[src/rtl/ama_riscv_defines.sv]
// Shared definitions for the destination-register pipeline: RF address type,
// stage record layout and the register-pair helper.
package ama_riscv_defines;

    localparam int unsigned RF_ADDR_W = 5;

    typedef logic [RF_ADDR_W-1:0] rf_addr_t;

    localparam rf_addr_t RF_X0_ZERO = 5'd0;

    typedef struct packed {
        logic     valid;
        rf_addr_t rd;
        logic     rd_we;
        logic     rdp_we;
        logic     load;
        logic     mult;
    } rd_stage_t;

    localparam rd_stage_t RD_STAGE_BUBBLE = rd_stage_t'(10'd0);

    // Pair partner of an even destination register (rd+1 == rd with LSB set).
    function automatic rf_addr_t get_rdp(input rf_addr_t rd);
        return {rd[RF_ADDR_W-1:1], 1'b1};
    endfunction

endpackage

[src/rtl/ama_riscv_rd_stage.sv]
// One pipeline stage record: hold, bubble insertion or load, cleared by reset.
import ama_riscv_defines::*;

module ama_riscv_rd_stage (
    input  logic      clk,
    input  logic      rst_n,
    input  logic      i_hold,
    input  logic      i_bubble,
    input  rd_stage_t i_rec,
    output rd_stage_t o_rec
);

    rd_stage_t r_rec;

    // Stage register: hold has priority over bubble, bubble over load.
    always_ff @(posedge clk or negedge rst_n) begin
        if (!rst_n) begin
            r_rec <= RD_STAGE_BUBBLE;
        end else if (i_hold) begin
            r_rec <= r_rec;
        end else if (i_bubble) begin
            r_rec <= RD_STAGE_BUBBLE;
        end else begin
            r_rec <= i_rec;
        end
    end

    assign o_rec = r_rec;

endmodule

[src/rtl/ama_riscv_rd_pipe.sv]
// Destination-register metadata pipeline EXE -> MEM -> WBK with stall, hazard
// and flush handling, RF write-port generation and retire counting.
import ama_riscv_defines::*;

module ama_riscv_rd_pipe (
    input  logic     clk,
    input  logic     rst_n,
    input  rf_addr_t rd_dec,
    input  logic     rd_we_dec,
    input  logic     rdp_we_dec,
    input  logic     load_dec,
    input  logic     mult_dec,
    input  logic     dc_stalled,
    input  logic     hazard_to_exe,
    input  logic     flush_dec,
    output rf_addr_t rd_mem,
    output rf_addr_t rd_wbk,
    output logic     rd_we_mem,
    output logic     rd_we_wbk,
    output logic     rdp_we_mem,
    output logic     rdp_we_wbk,
    output logic     load_inst_mem,
    output logic     load_inst_wbk,
    output logic     mult_inst_mem,
    output logic     rf_we,
    output rf_addr_t rf_waddr,
    output logic     rf_wep,
    output rf_addr_t rf_waddrp,
    output logic     pair_err,
    output logic [31:0] retire_cnt
);

    rd_stage_t   w_dec_rec;
    rd_stage_t   w_exe;
    rd_stage_t   w_mem;
    rd_stage_t   w_wbk;
    logic        w_rd_is_x0;
    logic        w_pair_odd;
    logic        w_exe_capture;
    logic        r_pair_err;
    logic [31:0] r_retire_cnt;

    assign w_rd_is_x0    = (rd_dec == RF_X0_ZERO);
    assign w_pair_odd    = rdp_we_dec & rd_dec[0];
    // hazard_to_exe outranks flush_dec, so a flush under hazard never captures
    assign w_exe_capture = ~dc_stalled & ~hazard_to_exe & ~flush_dec;

    // Sanitise decode metadata: x0 never writes, odd pair destinations are dropped.
    always_comb begin
        w_dec_rec        = RD_STAGE_BUBBLE;
        w_dec_rec.valid  = 1'b1;
        w_dec_rec.rd     = rd_dec;
        w_dec_rec.rd_we  = rd_we_dec & ~w_rd_is_x0;
        w_dec_rec.rdp_we = rdp_we_dec & ~w_rd_is_x0 & ~rd_dec[0];
        w_dec_rec.load   = load_dec;
        w_dec_rec.mult   = mult_dec;
    end

    ama_riscv_rd_stage u_stage_exe (
        .clk      (clk),
        .rst_n    (rst_n),
        .i_hold   (dc_stalled | hazard_to_exe),
        .i_bubble (flush_dec),
        .i_rec    (w_dec_rec),
        .o_rec    (w_exe)
    );

    ama_riscv_rd_stage u_stage_mem (
        .clk      (clk),
        .rst_n    (rst_n),
        .i_hold   (dc_stalled),
        .i_bubble (hazard_to_exe),
        .i_rec    (w_exe),
        .o_rec    (w_mem)
    );

    ama_riscv_rd_stage u_stage_wbk (
        .clk      (clk),
        .rst_n    (rst_n),
        .i_hold   (dc_stalled),
        .i_bubble (1'b0),
        .i_rec    (w_mem),
        .o_rec    (w_wbk)
    );

    // Sticky illegal-pair flag, raised only when the odd pair actually enters EXE.
    always_ff @(posedge clk or negedge rst_n) begin
        if (!rst_n) begin
            r_pair_err <= 1'b0;
        end else if (w_exe_capture && w_pair_odd) begin
            r_pair_err <= 1'b1;
        end else begin
            r_pair_err <= r_pair_err;
        end
    end

    // Retire counter: a WBK record commits on its first unstalled cycle.
    always_ff @(posedge clk or negedge rst_n) begin
        if (!rst_n) begin
            r_retire_cnt <= 32'd0;
        end else if (w_wbk.valid && !dc_stalled) begin
            r_retire_cnt <= r_retire_cnt + 32'd1;
        end else begin
            r_retire_cnt <= r_retire_cnt;
        end
    end

    assign rd_mem        = w_mem.rd;
    assign rd_we_mem     = w_mem.rd_we;
    assign rdp_we_mem    = w_mem.rdp_we;
    assign load_inst_mem = w_mem.load;
    assign mult_inst_mem = w_mem.mult;
    assign rd_wbk        = w_wbk.rd;
    assign rd_we_wbk     = w_wbk.rd_we;
    assign rdp_we_wbk    = w_wbk.rdp_we;
    assign load_inst_wbk = w_wbk.load;

    assign rf_we     = w_wbk.rd_we & ~dc_stalled;
    assign rf_waddr  = w_wbk.rd;
    assign rf_wep    = w_wbk.rdp_we & ~dc_stalled;
    // Pair address reads zero for a bubble so the port is quiet in reset.
    assign rf_waddrp = w_wbk.valid ? get_rdp(w_wbk.rd) : RF_X0_ZERO;

    assign pair_err   = r_pair_err;
    assign retire_cnt = r_retire_cnt;

endmodule

[config.mk]
export PLATFORM = sky130hd
export DESIGN_NAME = ama_riscv_rd_pipe
export DESIGN_NICKNAME = d
export VERILOG_FILES = /design/src/rtl/ama_riscv_defines.sv /design/src/rtl/ama_riscv_rd_stage.sv /design/src/rtl/ama_riscv_rd_pipe.sv
export SDC_FILE = /design/constraint.sdc
export NUM_CORES = 1
export LEC_CHECK = 0
export CAP_MARGIN = 20
export CORE_UTILIZATION = 50
export CTS_BUF_LIST = sky130_fd_sc_hd__clkbuf_4
export CTS_CLUSTER_DIAMETER = 200
export DETAILED_ROUTE_END_ITERATION = 12
export GPL_TIMING_DRIVEN = 0
export PLACE_DENSITY = 0.82
export REMOVE_ABC_BUFFERS = 1
export SETUP_SLACK_MARGIN = 0.2
export SYNTH_ARGS = -nofsm -noshare
export SYNTH_HDL_FRONTEND = slang
export SYNTH_SLANG_ARGS = --single-unit
export TNS_END_PERCENT = 20
[constraint.sdc]
create_clock -name clk -period 1.63 [get_ports clk]
set_input_delay 0.163 -clock clk [delete_from_list [all_inputs] [get_ports clk]]
set_output_delay 0.163 -clock clk [all_outputs]
set_load 0.05 [all_outputs]
=== After elaboration in Yosys (flattened, before gate mapping) ===
Index checks and enable logic that the tools add are counted.
Widths: inputs -> output; s select.

* Output and inout port bits: 62
* Logic and storage cells: 41
* Register bits: 62

* Reductions and logical operators: 4
* Bitwise logic cells: 14
* Muxes and demuxes: 3
* $add $sub $neg: 1

{| class="wikitable"
|+ Operators with widths
! cell !! count
|-
| $add 32x1->32 const B || 1
|-
| $mux 10 || 2
|-
| $and 1x1->1 || 8
|-
| $logic_not 5->1 || 1
|-
| $mux 5 || 1
|-
| $not 1->1 || 5
|-
| $logic_and 1x1->1 || 2
|-
| $logic_not 1->1 || 1
|-
| $or 1x1->1 || 1
|}

=== Depth between registers and ports, before layout ===
* Depth in word-level cells: 5
* Mapped depth: 5
* Mapped depth without buffers: 5

=== Hierarchy ===
A second synthesis with hierarchy kept.

* Cells, all modules: 274
* Area total of the unflattened synthesis: 2875.3 µm²

{| class="wikitable"
|+ By module, submodules not included
! module !! times used !! area each (µm²) !! cells each
|-
| ama_riscv_rd_pipe || 1 || 1636.6 || 151
|-
| ama_riscv_rd_stage || 3 || 412.9 || 41
|}

=== Worst setup path after synthesis ===
No wires, ideal clock.

* Path type: flip-flop to flip-flop
* Start point: reg r_retire_cnt[0] (netlist: retire_cnt[0])
* End point: reg r_retire_cnt[26] (netlist: retire_cnt[26])
* Slack: -162 ps
* Stages on the path, launching flop included: 6
* Arrival: 1710 ps
* Library setup time: 82 ps
* Cell sequence: dfrtp_1 > ha_1 > and4b_1 > nand4_1 > nor3_1 > xor2_1

* Word-level cells in the longest chain between the ends: 1

{| class="wikitable"
|+ RTL lines
! item !! line !! text
|-
| start: declaration || ama_riscv_rd_pipe.sv:41 || <nowiki>logic [31:0] r_retire_cnt;</nowiki>
|-
| start signal: assignment || ama_riscv_rd_pipe.sv:102 || <nowiki>r_retire_cnt <= r_retire_cnt + 32'd1;</nowiki>
|-
| start signal: assignment || ama_riscv_rd_pipe.sv:104 || <nowiki>r_retire_cnt <= r_retire_cnt;</nowiki>
|-
| $add 32x1->32 || ama_riscv_rd_pipe.sv:102 ||
|}

Every way passes these cells.
A chain may end at the register's enable or synchronous reset.

=== Worst setup path after layout ===
* Start point: reg r_retire_cnt[0] (netlist: retire_cnt[0])
* End point: reg r_retire_cnt[16] (netlist: retire_cnt[16])

Same word-level chain as after synthesis.

==> impl_metrics.env <==
export IMPL_status="completed"
export IMPL_cts_root_buf="clkbuf_4"
export IMPL_startpoint="retire_cnt[0]$_DFFE_PN0P_"
export IMPL_stdcell_count=417
export IMPL_drt_iter0_drc=177
export IMPL_crit_chain="ha_2 -> and4b_2 -> buf_12 -> nand3_4 -> nor3_4 -> xor2_1"
export IMPL_antenna_cells=0
export IMPL_synth_top_family_by_area="simple AND/OR/NAND/NOR gates"
export IMPL_dp_cells=388
export IMPL_leakagePower_nw=1.98
export IMPL_synth_enable_flop_cells=0
export IMPL_drive_above_1_share_pct=39.8
export IMPL_ys_seq_elements=62
export IMPL_fmax_ghz=0.621
export IMPL_setup_viol=0
export IMPL_ioPinCount=76
export IMPL_async_flop_share_pct=100
export IMPL_synth_warnings=0
export IMPL_muxShareOfSynthArea_pct=4.00
export IMPL_drc=0
export IMPL_wl_met1_um=2630
export IMPL_synth_most_common_cell="dfrtp_1"
export IMPL_dp_final_hpwl_um=3670
export IMPL_nFillCells=408
export IMPL_numPortBuffers=75
export IMPL_reg2reg_depth=6
export IMPL_end_kind="flip-flop"
export IMPL_yosys_area_share_simple_pct=21.9
export IMPL_grt_pass1_wl_um=10200
export IMPL_avgSynthCellArea_um2=10.9
export IMPL_synthFlopType="dfrtp_1"
export IMPL_synth_adder_area_share_pct=0.445
export IMPL_synthXorXnorAreaFrac_pct=9.65
export IMPL_die_h_um=77.0
export IMPL_worstSkewPairLatency_ns=0.40
export IMPL_final_antenna_net_count=0
export IMPL_synth_seq_area_share_pct=55.1
export IMPL_drtPass1Iterations=4
export IMPL_clk_pin_slew_worst_paths_ns=0.10
export IMPL_pwr_density_cell_nw_per_um2=987
export IMPL_overflow=0
export IMPL_drv_cap=0
export IMPL_grt_pass1_vias=2155
export IMPL_fin_nets=357
export IMPL_slew_headroom_pct=57.6
export IMPL_place_area_um2=3560
export IMPL_post_route_period_util_pct=98.8
export IMPL_top_layer="met4"
export IMPL_core_area_um2=5270
export IMPL_fp_dieW_um=77.0
export IMPL_setup_ws_ns=0.0191
export IMPL_syn_inst=259
export IMPL_grt_max_degree=41
export IMPL_arrival_ns=1.94
export IMPL_worstSetupPathType="reg2reg"
export IMPL_drv_slew=0
export IMPL_route_met3_wl_um=339
export IMPL_finalHoldViolCount=0
export IMPL_timing_rr_end="retire_cnt[16]$_DFFE_PN0P_"
export IMPL_totalWireLength_um=6360
export IMPL_critPathCapture="retire_cnt[16]$_DFFE_PN0P_"
export IMPL_gp_congestion=0.800
export IMPL_final_cell_area_um2=3790
export IMPL_whs_ns=0.277
export IMPL_grt_usage_pct=22.3
export IMPL_rows=26
export IMPL_area_delta_synth_final_pct=34.7
export IMPL_crit_slowest_cell="dfrtp_1"
export IMPL_power_mw=3.74
export IMPL_yosys_area_top_type="dfrtp_1"
export IMPL_cts_buffer_depth=2
export IMPL_syn_cell_area_um2=2810
export IMPL_ys_types=32
export IMPL_synth_area_leaders="dfrtp_1 55%, xor2_1 6.2%, nand2_1 4.5%"
export IMPL_cts_tree="done"
export IMPL_h_tree_depth=3
export IMPL_ys_top_cells_by_count="62 x dfrtp_1, 34 x nand2_1, 20 x xor2_1"
export IMPL_dieArea_um2=5930
export IMPL_reg2reg_from="retire_cnt[0]$_DFFE_PN0P_"
export IMPL_cp_required_ns=1.96
export IMPL_post_drt_wl_per_cell_um=15.3
export IMPL_cts_made_buffers=9
export IMPL_wl_met2_um=3210
export IMPL_ir_drop_v=0.000677
export IMPL_skew_ns=0.00807
export IMPL_slowest_delay_ns=0.43
export IMPL_fin_crit_ns=1.61
export IMPL_rsz0062_at_grt="yes"
export IMPL_cp_max_fo=5
export IMPL_hold_path_class="in2async"
export IMPL_synth_top_cell_area_share_pct=55.1
export IMPL_tightest_slew_ns=0.637
export IMPL_viasPerCell=5.39
export IMPL_initial_core_util_pct=53.4
export IMPL_antenna_found_initial=0
export IMPL_cts_sinks=62
export IMPL_synth_compound_area_share_pct=4.09
export IMPL_r2r_slack_ns=0.02
export IMPL_vias=2246
export IMPL_startpoint_type="flip-flop"
export IMPL_pre_cts_ws_ns=-0.947
==> cell type report <==
class,count,area [um^2],share of cell area [%]
flip-flops and latches,62,1560,41.1
multi-input cells,174,1330,35.1
clock inverters,5,73.8,1.95
inverters,7,26.3,0.693
repair buffers,88,629,16.6
well taps,70,87.6,2.31
clock buffers,11,82.6,2.18
==> report_power, final <==
part | total (mW) | switching [mW] | internal, mW
registers | 1.76 | 0.112 | 1.65
clock network | 1.19 | 0.545 | 0.648
logic | 0.784 | 0.542 | 0.241
total | 3.74 | 1.20 | 2.54
==> worst min-delay path by stage <==
| stage | from | end | slack, ns |
|---|---|---|---|
| 2_1_floorplan | rst_n | pair_err$_DFFE_PN0P_ | -0.13 |
| 3_3_place_gp | pair_err$_DFFE_PN0P_ | pair_err$_DFFE_PN0P_ | 0.44 |
| 3_5_place_dp | rst_n | retire_cnt[8]$_DFFE_PN0P_ | 0.17 |
| 4_1_cts | rst_n | retire_cnt[17]$_DFFE_PN0P_ | 0.27 |
| 5_1_grt | rst_n | retire_cnt[15]$_DFFE_PN0P_ | 0.31 |
| 6_report | rst_n | retire_cnt[15]$_DFFE_PN0P_ | 0.28 |
==> per-layer routing <==
metal,up-vias,GRT usage (%)
met5,-,0
met4,0,11.7
met3,21,4.76
met2,85,36.8
met1,1106,27.4
li1,1034,-
==> kinds of logic after synthesis <==
family | after synthesis
xor gates and xnor gates | 31
and+or+nand+nor | 110
DFF | 62
AOI/OAI and AO/OA | 21
adders and majority gates | 1
muxes | 10
buffers and inverters | 24
==> registers in the layout, summed over array words and instances, names as in the netlist <==
| register | cells |
|---|---|
| pair_err | 1 |
| u_stage_mem.o_rec | 10 |
| u_stage_exe.o_rec | 10 |
| u_stage_wbk.o_rec | 9 |
| retire_cnt | 32 |
==> what timing repair did <==
action | in CTS | in global routing
gates cloned | 1 | 0
pin swaps | 6 | 20
buffers inserted | 5 | 6
endpoints found under the setup margin | 115 | 86
hold buffers | 1 | 0
resized for setup | 130 | 122
endpoints found under the hold margin | 22 | 0
==> through the flow <==
step | utilization [%] | setup TNS [ns]
finish | 71.9 | 0
detailed placement | 67.5 | -37.08
CTS | 72.5 | 0
global route | 71.9 | -0.382
floorplan | - | -2.49
global placement | 67.2 | -130.52
==> worst max-delay path, delay by kind of cell (launching register included) <==
kind	cells	cell delay [ns]
and+or+nand+nor	3	0.60
DFF	1	0.43
adders and majority gates	1	0.21
xor gates and xnor gates	1	0.18
buffers and inverters	1	0.12
==> placed cells by master, fill, tap and decap left out, types with 7 or more instances in the layout <==
| cell type | instances |
|---|---|
| dfrtp_1 | 56 |
| mux2_2 | 10 |
| xnor2_1 | 11 |
| nand2b_1 | 17 |
| inv_1 | 7 |
| xor2_1 | 20 |
| clkdlybuf4s50_1 | 11 |
| buf_4 | 11 |
| nor3_4 | 7 |
| nor3_2 | 7 |
| o21ai_0 | 18 |
| nand2_1 | 33 |
| clkbuf_4 | 12 |
| clkbuf_2 | 46 |
Note: power is estimated with default switching activity, not from simulation.
